File: src/rtl/scan_programmer_pkg.sv
`default_nettype none
// ============================================================================
// Module      : scan_programmer_pkg
// Description : Shared types and constants for the scan-chain programmer.
//               It holds the controller state encoding, the byte width and the
//               default scan-chain length of the attached microcontroller.
// Revision    : 1.0 - initial release
// ============================================================================
package scan_programmer_pkg;

    localparam int BYTE_W        = 8;
    localparam int DEF_CHAIN_LEN = 280;

    typedef enum logic [1:0] {
        ST_IDLE = 2'd0,
        ST_LOAD = 2'd1,
        ST_RUN  = 2'd2,
        ST_DUMP = 2'd3
    } state_t;

endpackage
`default_nettype wire

File: src/rtl/scan_byte_shifter.sv
`default_nettype none
// ============================================================================
// Module      : scan_byte_shifter
// Description : One-byte scan engine. It shifts a parallel byte out LSB first
//               on o_scan_in, and at the same time captures i_scan_out LSB
//               first. In rotate mode the chain tail is fed straight back to
//               the chain head, so the chain contents are preserved.
// Ports       : clk, rst (async, active low)
//               i_abort    - drop any shift in progress
//               i_start    - begin an 8-cycle shift (ignored while busy)
//               i_rotate   - shift mode for this byte: 1 = recirculate tail
//               i_data     - byte to serialise
//               i_scan_out - chain tail
//               o_busy     - shift in progress (drives scan_enable)
//               o_complete - last shift cycle; o_capture is valid
//               o_scan_in  - chain head
//               o_capture  - captured byte including the bit sampled this cycle
// Revision    : 1.0 - initial release
// ============================================================================
module scan_byte_shifter
    import scan_programmer_pkg::*;
(
    input  logic              clk,
    input  logic              rst,
    input  logic              i_abort,
    input  logic              i_start,
    input  logic              i_rotate,
    input  logic [BYTE_W-1:0] i_data,
    input  logic              i_scan_out,
    output logic              o_busy,
    output logic              o_complete,
    output logic              o_scan_in,
    output logic [BYTE_W-1:0] o_capture
);

    localparam logic [2:0] C_LAST_BIT = 3'(BYTE_W - 1);

    logic              r_busy;
    logic              r_rotate;
    logic [2:0]        r_bit_cnt;
    logic [BYTE_W-1:0] r_piso;
    logic [BYTE_W-1:0] r_sipo;

    always_ff @(posedge clk or negedge rst) begin
        if (!rst) begin
            r_busy    <= 1'b0;
            r_rotate  <= 1'b0;
            r_bit_cnt <= 3'd0;
            r_piso    <= '0;
            r_sipo    <= '0;
        end else if (i_abort) begin
            r_busy    <= 1'b0;
            r_bit_cnt <= 3'd0;
        end else if (r_busy) begin
            r_piso    <= {1'b0, r_piso[BYTE_W-1:1]};
            r_sipo    <= {i_scan_out, r_sipo[BYTE_W-1:1]};
            r_bit_cnt <= r_bit_cnt + 3'd1;
            if (r_bit_cnt == C_LAST_BIT) begin
                r_busy <= 1'b0;
            end
        end else if (i_start) begin
            r_busy    <= 1'b1;
            r_rotate  <= i_rotate;
            r_piso    <= i_data;
            r_bit_cnt <= 3'd0;
        end
    end

    assign o_busy     = r_busy;
    assign o_complete = r_busy && (r_bit_cnt == C_LAST_BIT);
    // Gated by busy so the chain head idles low outside a shift.
    assign o_scan_in  = r_busy && (r_rotate ? i_scan_out : r_piso[0]);
    // The final bit is still on the wire during the completing cycle.
    assign o_capture  = {i_scan_out, r_sipo[BYTE_W-1:1]};

endmodule
`default_nettype wire

File: src/rtl/scan_programmer.sv
`default_nettype none
// ============================================================================
// Module      : scan_programmer
// Description : Byte-wide load/run/dump engine for a microcontroller scan
//               chain. LOAD shifts CHAIN_LEN/8 host bytes in and returns the
//               displaced bytes. RUN enables the processor until halt. DUMP
//               rotates the chain once and returns its contents unchanged.
// Ports       : clk, rst (async, active low)
//               load_start, dump_start, abort - control pulses
//               in_data/in_valid/in_ready     - host load stream
//               out_data/out_valid/out_ready  - captured byte stream
//               scan_enable, scan_in, scan_out, proc_en, halt - to/from MCU
//               busy, done                    - status
// Revision    : 1.0 - initial release
// ============================================================================
module scan_programmer
    import scan_programmer_pkg::*;
#(
    parameter int CHAIN_LEN = DEF_CHAIN_LEN
) (
    input  logic              clk,
    input  logic              rst,
    input  logic              load_start,
    input  logic              dump_start,
    input  logic              abort,
    input  logic [BYTE_W-1:0] in_data,
    input  logic              in_valid,
    output logic              in_ready,
    output logic [BYTE_W-1:0] out_data,
    output logic              out_valid,
    input  logic              out_ready,
    output logic              scan_enable,
    output logic              scan_in,
    input  logic              scan_out,
    output logic              proc_en,
    input  logic              halt,
    output logic              busy,
    output logic              done
);

    localparam int              NBYTES = CHAIN_LEN / BYTE_W;
    localparam int              BC_W   = $clog2(NBYTES + 1);
    localparam logic [BC_W-1:0] C_LAST = BC_W'(NBYTES);

    state_t            r_state;
    logic [BC_W-1:0]   r_byte_cnt;
    logic [BYTE_W-1:0] r_out_data;
    logic              r_out_valid;
    logic              r_proc_en;
    logic              r_done;

    logic              w_sh_busy;
    logic              w_complete;
    logic [BYTE_W-1:0] w_capture;
    logic              w_in_ready;
    logic              w_out_take;
    logic              w_last;
    logic              w_start;
    logic              w_rotate;

    assign w_in_ready = (r_state == ST_LOAD) && !w_sh_busy && !r_out_valid;
    assign w_out_take = r_out_valid && out_ready;
    assign w_last     = (r_byte_cnt == C_LAST);
    assign w_rotate   = (r_state != ST_LOAD);

    // The first dump byte is launched on the same edge that leaves RUN or
    // IDLE, so scan_enable rises together with the DUMP state.
    assign w_start = ((r_state == ST_LOAD) && in_valid && w_in_ready)
                  || ((r_state == ST_RUN) && halt)
                  || ((r_state == ST_IDLE) && !load_start && dump_start)
                  || ((r_state == ST_DUMP) && !w_sh_busy && !r_out_valid && !w_last);

    scan_byte_shifter u_shifter (
        .clk        (clk),
        .rst        (rst),
        .i_abort    (abort),
        .i_start    (w_start),
        .i_rotate   (w_rotate),
        .i_data     (in_data),
        .i_scan_out (scan_out),
        .o_busy     (w_sh_busy),
        .o_complete (w_complete),
        .o_scan_in  (scan_in),
        .o_capture  (w_capture)
    );

    always_ff @(posedge clk or negedge rst) begin
        if (!rst) begin
            r_state     <= ST_IDLE;
            r_byte_cnt  <= '0;
            r_out_data  <= '0;
            r_out_valid <= 1'b0;
            r_proc_en   <= 1'b0;
            r_done      <= 1'b0;
        end else if (abort) begin
            r_state     <= ST_IDLE;
            r_byte_cnt  <= '0;
            r_out_valid <= 1'b0;
            r_proc_en   <= 1'b0;
            r_done      <= 1'b0;
        end else begin
            r_done <= 1'b0;

            // byte counter counts completed shifts within the current state
            if (w_complete) begin
                r_out_data  <= w_capture;
                r_out_valid <= 1'b1;
                r_byte_cnt  <= r_byte_cnt + BC_W'(1);
            end else if (w_out_take) begin
                r_out_valid <= 1'b0;
            end

            case (r_state)
                ST_IDLE: begin
                    if (load_start) begin
                        r_state    <= ST_LOAD;
                        r_byte_cnt <= '0;
                    end else if (dump_start) begin
                        r_state    <= ST_DUMP;
                        r_byte_cnt <= '0;
                    end
                end
                ST_LOAD: begin
                    if (w_out_take && w_last) begin
                        r_state    <= ST_RUN;
                        r_proc_en  <= 1'b1;
                        r_byte_cnt <= '0;
                    end
                end
                ST_RUN: begin
                    if (halt) begin
                        r_state    <= ST_DUMP;
                        r_proc_en  <= 1'b0;
                        r_byte_cnt <= '0;
                    end
                end
                ST_DUMP: begin
                    if (w_out_take && w_last) begin
                        r_state    <= ST_IDLE;
                        r_done     <= 1'b1;
                        r_byte_cnt <= '0;
                    end
                end
                default: r_state <= ST_IDLE;
            endcase
        end
    end

    assign in_ready    = w_in_ready;
    assign out_data    = r_out_data;
    assign out_valid   = r_out_valid;
    assign scan_enable = w_sh_busy;
    assign proc_en     = r_proc_en;
    assign busy        = (r_state != ST_IDLE);
    assign done        = r_done;

endmodule
`default_nettype wire

File: config.mk
export PLATFORM = sky130hd
export DESIGN_NAME = scan_programmer
export DESIGN_NICKNAME = d
export VERILOG_FILES = /design/src/rtl/scan_programmer_pkg.sv /design/src/rtl/scan_byte_shifter.sv /design/src/rtl/scan_programmer.sv
export SDC_FILE = /design/constraint.sdc
export NUM_CORES = 1
export LEC_CHECK = 0
export ABC_AREA = 1
export CAP_MARGIN = 20
export CORE_UTILIZATION = 30
export CTS_CLUSTER_SIZE = 40
export DETAILED_ROUTE_END_ITERATION = 10
export GPL_TIMING_DRIVEN = 1
export PLACE_DENSITY = 0.52
export SLEW_MARGIN = 20
export SYNTH_ARGS = -nofsm -noshare
export SYNTH_HDL_FRONTEND = slang
export SYNTH_SLANG_ARGS = --single-unit
File: constraint.sdc
create_clock -name clk -period 3.1 [get_ports clk]
set_input_delay 0.62 -clock clk [delete_from_list [all_inputs] [get_ports clk]]
set_output_delay 0.62 -clock clk [all_outputs]
set_load 0.01 [all_outputs]
==> Yosys cells after proc, flatten, opt, wreduce, memory -nomap -nowiden <==
Cells that the tools add are included.
{ "totals": {"register_bits": 40, "latchBits": 0, "mem_bits_rw": 0, "mem_bits_ro": 0, "input_bits": 17, "out_inout_bits": 15, "mem_count": 0} }
{ "classes": {"n_addsub": 2, "mul": 0, "div_mod_pow": 0, "order_cmp": 0, "eq_ne": 10, "n_shift": 0, "n_mux": 34, "n_bitwise": 2, "n_reduce_logical": 34} }
{ "op_table": {"columns": ["op", "count"], "rows": [
  ["$mux 6", 6],
  ["$pmux 6 s3", 1],
  ["$mux 8", 2],
  ["$logic_and 1x1->1", 14],
  ["$mux 1", 14],
  ["$mux 2", 6],
  ["$mux 3", 3],
  ["$reduce_bool 3->1", 3],
  ["$pmux 2 s4", 1],
  ["$add 6x1->6 const B", 1],
  ["$eq 6x6->1 const B", 1],
  ["$ne 3x2->1 const B", 2],
  ["$reduce_and 2->1", 3],
  ["$reduce_and 3->1", 2],
  ["$eq 2x2->1 const B", 2],
  ["$logic_not 1->1", 4],
  ["$ne 4x4->1 const B", 1],
  ["$reduce_and 4->1", 1],
  ["$reduce_bool 2->1", 2],
  ["$add 3x1->3 const B", 1],
  ["$eq 3x3->1 const B", 1],
  ["$logic_or 1x1->1", 3],
  ["$ne 3x3->1 const B", 1],
  ["$eq 2x1->1 const B", 1],
  ["other kinds (5)", 6]
]} }

==> Logic depth before layout (Yosys ltp) <==
Gate-level depths: netlist (run 1).
{ "logic_depth": {"word_depth": 10, "ltp_mapped": 9, "mapped_depth_nobuf": 9} }

==> By module <==
A second synthesis (run 1) with hierarchy kept.
{ "unflattened": {"hier_cells": 226, "hier_area_um2": 2010.7} }
{ "by_module_without_submodules": {"columns": ["module", "instances", "cells_each", "area_each_um2", "seq_area_each_um2"], "rows": [
  ["scan_programmer", 1, 111, 1068.5, 475.5],
  ["scan_byte_shifter", 1, 115, 942.2, 500.5]
]} }

==> Worst setup path before layout (run 1) <==
OpenSTA, ideal clock, no wires.
{ "synth_path": {"path_kind": "register to output", "startpoint": "register u_shifter.r_busy, in the netlist u_shifter.o_busy", "endpoint": "output port scan_in", "t_arrival_ps": 907, "t_required_ps": 2480, "setup_slack_ps": 1573, "stages_incl_launch_ff": 4, "path_cell_list": "dfrtp_1 buf_6 o21ai_0 a21oi_1"} }
{ "synth_between": {"elab_chain_len": 1} }
{ "synth_lines": {"columns": ["item", "line_no", "source"], "rows": [
  ["start, declared", "scan_byte_shifter.sv:38", "logic r_busy;"],
  ["start signal, assigned", "scan_byte_shifter.sv:46", "r_busy <= 1'b0;"],
  ["start signal, assigned", "scan_byte_shifter.sv:52", "r_busy <= 1'b0;"],
  ["start signal, assigned", "scan_byte_shifter.sv:59", "r_busy <= 1'b0;"],
  ["$logic_and 1x1->1", "scan_byte_shifter.sv:72", "assign o_scan_in = r_busy && (r_rotate ? i_scan_out : r_piso[0]);"],
  ["end, declared", "scan_programmer.sv:33", "output logic scan_in,"]
]} }
No other way between the ends.

==> Final worst setup path (run 1) <==
{ "layout_path": {"startpoint": "input port scan_out", "endpoint": "output port scan_in"} }
{ "layout_between": {"elab_chain_len": 2} }
{ "layout_lines": {"columns": ["item", "line_no", "source"], "rows": [
  ["start, declared", "scan_programmer.sv:34", "input logic scan_out,"],
  ["$mux 1", "scan_byte_shifter.sv:72", null],
  ["$logic_and 1x1->1", "scan_byte_shifter.sv:72", null]
]} }
No other way between the ends.

==> results of run 1 <==
==> state kept, by name (all words and copies together), names as in the netlist <==
register / flops
u_shifter.o_busy: 1
done: 1
out_valid: 1
proc_en: 1
u_shifter.r_piso: 8
u_shifter.r_rotate: 1
r_state: 2
u_shifter.r_sipo: 7
r_byte_cnt: 6
u_shifter.r_bit_cnt: 3
out_data: 8
==> logic make-up (layout without fill, tap and decap cells) <==
group,Yosys count,count (layout),synth area share (%)
adders and majority gates,8,8,5.006
xor gates and xnor gates,3,3,1.314
DFF,39,39,48.81
muxes,1,1,0.5006
and+or+nand+nor,131,131,30.16
buffers and inverters,32,67,7.072
AOI/OAI and AO/OA,27,27,7.134
==> cells in the final DEF, fill, tap and decap left out, drive strengths merged <==
cell	n
clkbuf	6
nor2	20
ha	8
nand3	20
o21ai	21
or2	1
xor2	1
nand4	2
a31oi	1
dfrtp	39
nor3	4
o31a	1
a21oi	3
bufinv	2
nand2	84
mux2i	1
inv	27
buf	2
xnor2	2
clkdlybuf4s50	30
o31ai	1
==> metrics by stage <==
stage | hold slack (ps) | setup WS [ps] | std cells | util (%) | area (µm²)
2_1_floorplan | 324.4 | 1573 | 241 | - | 1999
3_3_place_gp | 455.4 | 546.1 | 345 | 37.09 | 2369
3_5_place_dp | 460.0 | 559.2 | 345 | 37.09 | 2369
4_1_cts | 480.3 | 559.2 | 353 | 39.17 | 2501
5_1_grt | 501.8 | 512.7 | 353 | 39.17 | 2501
6_report | 447.6 | 581.3 | 353 | 39.17 | 2501
==> worst max-delay path, delay by kind of cell <==
kind	cells	cell delay (ps)
buffers and inverters	3	1100
AOI/OAI and AO/OA	1	180
==> layout make-up <==
class	instances	area, µm²	share of cell area [%]
clock buffer	6	72.57	2.901
clock inverter	2	60.06	2.401
inverter	27	101.3	4.052
multi-input combinational	170	882.1	35.27
sequential	39	975.9	39.02
tap	77	96.34	3.852
timing repair buffer	32	312.8	12.51
==> power by group <==
part,internal (mW),switching (mW)
clock network,0.322,0.180
registers,0.629,0.0707
logic,0.239,0.368
total,1.19,0.618
==> layer usage <==
metal  share of wire [%]  wire [µm]  global-route usage, %  up-vias
met5                   0          0                      0        -
met3                 2.0         81                  2.770        5
met1                  48       1996                  16.53      750
met2                  49       2017                  22.54       16
li1                    -          -                      -      825
met4                 1.3         52                  5.085        0
==> worst paths after layout <==
path	depth (start not counted)	to	start
max	4	scan_in	scan_out
min	1	r_state[0]$_DFFE_PN0P_	rst
max reg2reg	9	u_shifter.r_piso[1]$_DFFE_PN0P_	r_state[1]$_DFFE_PN0P_
min reg2reg	2	u_shifter.r_piso[4]$_DFFE_PN0P_	u_shifter.r_piso[4]$_DFFE_PN0P_
max in group asynchronous	1	out_data[0]$_DFFE_PN0P_	rst
min in group clk	2	u_shifter.r_piso[4]$_DFFE_PN0P_	u_shifter.r_piso[4]$_DFFE_PN0P_
==> flow_metrics.env, run 1 <==
export IMPL_cp_arrival_ps=1900
export IMPL_antennaDiodeCount=0
export IMPL_drt_first_pass_iters=4
export IMPL_cts_resized=0
export IMPL_nets=300
export IMPL_setup_tns_ps=0
export IMPL_die_w_um=83.64
export IMPL_setup_violations=0
export IMPL_synth_edf_count=0
export IMPL_syn_inst=241
export IMPL_drive_gt1_share_pct=9.058
export IMPL_fill_cells=650
export IMPL_syn_nets=266
export IMPL_outcome="complete, no violations"
export IMPL_drv_slew=0
export IMPL_slowest_delay_ps=560
export IMPL_skew_ps=4.707
export IMPL_worst_setup_path_end_kind="primary output"
export IMPL_hold_violations=0
export IMPL_yosys_area_top_type_share_pct=48.81
export IMPL_cts_setup_buffers=0
export IMPL_period_share_pct=81.25
export IMPL_start_kind="input port"
export IMPL_vias_per_cell=4.521
export IMPL_max_cap_violations=0
export IMPL_rows=29
export IMPL_synth_ff_type="dfrtp_1"
export IMPL_total_power_mw=1.809
export IMPL_rsz0062_at_grt="false"
export IMPL_area_delta_synth_final_pct=25.09
export IMPL_worstPathRequired_ps=2480
export IMPL_htreeDepth=2
export IMPL_cts_buffers_inserted=5
export IMPL_io_buffers=31
export IMPL_place_gp_congestion=0.7418
export IMPL_grt_pass1_wl_um=7445
export IMPL_die_area_um2=6995
export IMPL_route_detailed_drc=0
export IMPL_cp_slowest_cell="clkdlybuf4s50_1"
export IMPL_worst_pin_slew_ps=882.1
export IMPL_root_buffer="clkbuf_8"
export IMPL_yosys_warnings=0
export IMPL_synth_area_per_cell_um2=8.296
export IMPL_antenna_left=0
export IMPL_first_global_vias=1666
export IMPL_synthArstFlopShare_pct=100.0
export IMPL_wl_per_cell_um=11.75
export IMPL_num_vias=1596
export IMPL_synth_cell_types=29
export IMPL_cts_tree="yes"
export IMPL_grt_max_degree=40
export IMPL_cts_hold_buf=0
export IMPL_crit_chain="clkdlybuf4s50_1 > inv_1 > a21oi_1 > clkdlybuf4s50_1"
export IMPL_clock_sinks=39
export IMPL_cpMostUsedCell="clkdlybuf4s50_1"
export IMPL_antenna_found_initial=0
export IMPL_wl_um=4147
export IMPL_synth_area_leader_cell="dfrtp_1"
export IMPL_irDropWorstVdd_uv=308.3
export IMPL_grt_overflow_total=0
export IMPL_pwr_density_cell_nw_per_um2=723.1
export IMPL_ys_seq_elements=39
export IMPL_core_area_um2=6386
export IMPL_critPathMaxFanout=2
export IMPL_dieHeight_um=83.64
export IMPL_drtIter0Drc=69
export IMPL_cts_buffer_depth=2
export IMPL_synth_most_common_cell="nand2_1"
export IMPL_start_util_pct=31.31
export IMPL_synth_area_top_cells="dfrtp_1 (49%), nand2_1 (15%), ha_1 (5.0%), nand3_1 (4.8%), o21ai_0 (4.5%)"
export IMPL_finalCriticalPeriod_ps=2519
export IMPL_dp_hpwl_um=2926
export IMPL_netlist_top_cells_count="nand2_1 (79), dfrtp_1 (39), inv_1 (24)"
export IMPL_r2r_slack_ps=1380
export IMPL_syn_area_um2=1999
export IMPL_grt_total_usage_pct=13.28
export IMPL_critical_path_class="input port to primary output"
export IMPL_seq_area_frac_synth_pct=48.81
export IMPL_max_freq_ghz=0.3970
export IMPL_io_pins=32
export IMPL_clk_pin_slew_ps=80
export IMPL_p_leak_nw=1.233
export IMPL_maxSlewHeadroom_pct=41.19
export IMPL_hold_path_class="input port to async pin"
export IMPL_clk_latency_ps=280
Power figures use the tool's default switching activity.
==> run 2, diff against run 1 <==
==> constraint.sdc (replaced) <==
create_clock -name clk -period 2.5 [get_ports clk]
set_input_delay 0.5 -clock clk [delete_from_list [all_inputs] [get_ports clk]]
set_output_delay 0.5 -clock clk [all_outputs]
set_load 0.01 [all_outputs]
==> flow_metrics.env, run 2 (synthesis gave the netlist of run 1 again) <==
export IMPL_fin_util_pct=39.34
export IMPL_nets=301
export IMPL_max_cap_violations=0
export IMPL_grt_total_usage_pct=12.70
export IMPL_io_buffers=31
export IMPL_maxSlewHeadroom_pct=41.36
export IMPL_drv_slew=0
export IMPL_route_detailed_drc=0
export IMPL_drive_gt1_share_pct=9.747
export IMPL_die_w_um=83.64
export IMPL_first_global_vias=1566
export IMPL_vias_per_cell=4.477
export IMPL_wl_per_cell_um=11.51
export IMPL_outcome="complete, no violations"
export IMPL_dieHeight_um=83.64
export IMPL_critical_path_class="register to primary output"
export IMPL_critPathMaxFanout=5
export IMPL_drt_first_pass_iters=6
export IMPL_setup_violations=0
export IMPL_cts_tree="yes"
export IMPL_p_leak_nw=1.237
export IMPL_setup_tns_ps=0
export IMPL_grt_overflow_total=0
export IMPL_cpMostUsedCell="inv_1"
export IMPL_hold_violations=0
export IMPL_cp_slowest_cell="clkdlybuf4s50_1"
export IMPL_slowest_delay_ps=520
export IMPL_num_vias=1585
export IMPL_worstPathRequired_ps=2000
export IMPL_period_share_pct=91.57
export IMPL_hold_path_class="input port to async pin"
export IMPL_timing_hold_ws_ps=320.7
export IMPL_grt_pass1_wl_um=7134
export IMPL_antennaDiodeCount=0
export IMPL_cts_setup_buffers=0
export IMPL_grt_max_degree=40
export IMPL_layout_commonest_cell="nand2_1"
export IMPL_rows=29
export IMPL_worst_setup_path_end_kind="primary output"
export IMPL_cp_arrival_ps=1790
export IMPL_cts_resized=0
export IMPL_drtIter0Drc=48
export IMPL_cts_buffer_depth=2
export IMPL_clock_sinks=39
export IMPL_io_pins=32
export IMPL_rsz0062_at_grt="false"
export IMPL_antenna_left=0
export IMPL_clk_latency_ps=290
export IMPL_cp_top_family="buffers and inverters"
export IMPL_crit_chain="inv_1 > ha_1 > nand2_1 > inv_1 > clkdlybuf4s50_1"
export IMPL_root_buffer="clkbuf_8"
export IMPL_pwr_density_cell_nw_per_um2=896.2
export IMPL_skew_ps=9.610
export IMPL_clk_pin_slew_ps=80
export IMPL_worst_pin_slew_ps=879.6
export IMPL_cts_hold_buf=0
export IMPL_die_area_um2=6995
export IMPL_cp_num_buf_inv=3
export IMPL_wl_um=4076
export IMPL_start_util_pct=31.31
export IMPL_final_cell_mix="nand2_1 (79), dfrtp_1 (39), clkdlybuf4s50_1 (30)"
export IMPL_total_power_mw=2.252
export IMPL_finalCriticalPeriod_ps=2289
export IMPL_start_kind="register"
export IMPL_area_delta_synth_final_pct=25.66
export IMPL_htreeDepth=2
export IMPL_max_freq_ghz=0.4368
export IMPL_irDropWorstVdd_uv=423.8
export IMPL_dp_hpwl_um=2897
export IMPL_cts_buffers_inserted=5
export IMPL_antenna_found_initial=0
export IMPL_place_gp_congestion=0.7461
export IMPL_core_area_um2=6386
run 2: changes by cell type in the layout (fill, tap and decap cells not counted), sizes merged:
cell and delta:
clkinvlp +1, clkbuf -1, buf +1
run 2: layer usage:
layer	routed length, µm	vias up	GRT usage, %
met2	1910	22	20.69
met1	2016	732	16.61
li1	-	827	-
met4	50	0	4.160
met5	0	-	0
met3	99	4	2.967
run 2: path summary, 6_finish.rpt:
check | start | to | slack (ps) | cells after the start
setup / recovery | r_state[1]$_DFFE_PN0P_ | in_ready | 210 | 5
hold / removal | rst | r_state[0]$_DFFE_PN0P_ | 320 | 1
setup reg to reg | r_state[0]$_DFFE_PN0P_ | u_shifter.r_piso[4]$_DFFE_PN0P_ | 790 | 9
hold reg to reg | u_shifter.r_piso[6]$_DFFE_PN0P_ | u_shifter.r_piso[6]$_DFFE_PN0P_ | 480 | 2
max in group asynchronous | rst | u_shifter.r_piso[4]$_DFFE_PN0P_ | 1620 | 1
min in group clk | u_shifter.r_piso[6]$_DFFE_PN0P_ | u_shifter.r_piso[6]$_DFFE_PN0P_ | 480 | 2
run 2: final cells by class:
| class | instances | area (µm²) |
|---|---|---|
| Fill cell | 654 | 3874 |
| Sequential cell | 39 | 975.9 |
| Multi-Input combinational cell | 170 | 882.1 |
| Timing Repair Buffer | 33 | 320.3 |
| Inverter | 27 | 101.3 |
| Tap cell | 77 | 96.34 |
| Clock buffer | 5 | 68.82 |
| Clock inverter | 3 | 67.56 |
run 2: through the flow:
stage                     cells  cell area (µm²)  worst slack, ps
after global routing        354             2512            71.16
after CTS                   354             2512            187.4
after global placement      346             2376            193.0
final                       354             2512            210.9
after detailed placement    346             2376            204.8
after floorplan             241             1999             1046
run 2: where the power goes:
group	total, mW	internal (mW)	switching, mW
logic	0.749	0.297	0.452
registers	0.870	0.780	0.0902
clock network	0.632	0.398	0.234
total	2.25	1.48	0.776
==> run 3, diff against run 2 <==
--- a/config.mk
+++ b/config.mk
@@ -11,6 +11,7 @@
 export CTS_CLUSTER_SIZE = 40
 export DETAILED_ROUTE_END_ITERATION = 10
 export GPL_TIMING_DRIVEN = 1
+export HOLD_SLACK_MARGIN = 0.06
 export PLACE_DENSITY = 0.52
 export SLEW_MARGIN = 20
 export SYNTH_ARGS = -nofsm -noshare
==> results of run 3 <==
Same layout as run 2: the final DEF is identical, and so are final timing and power.
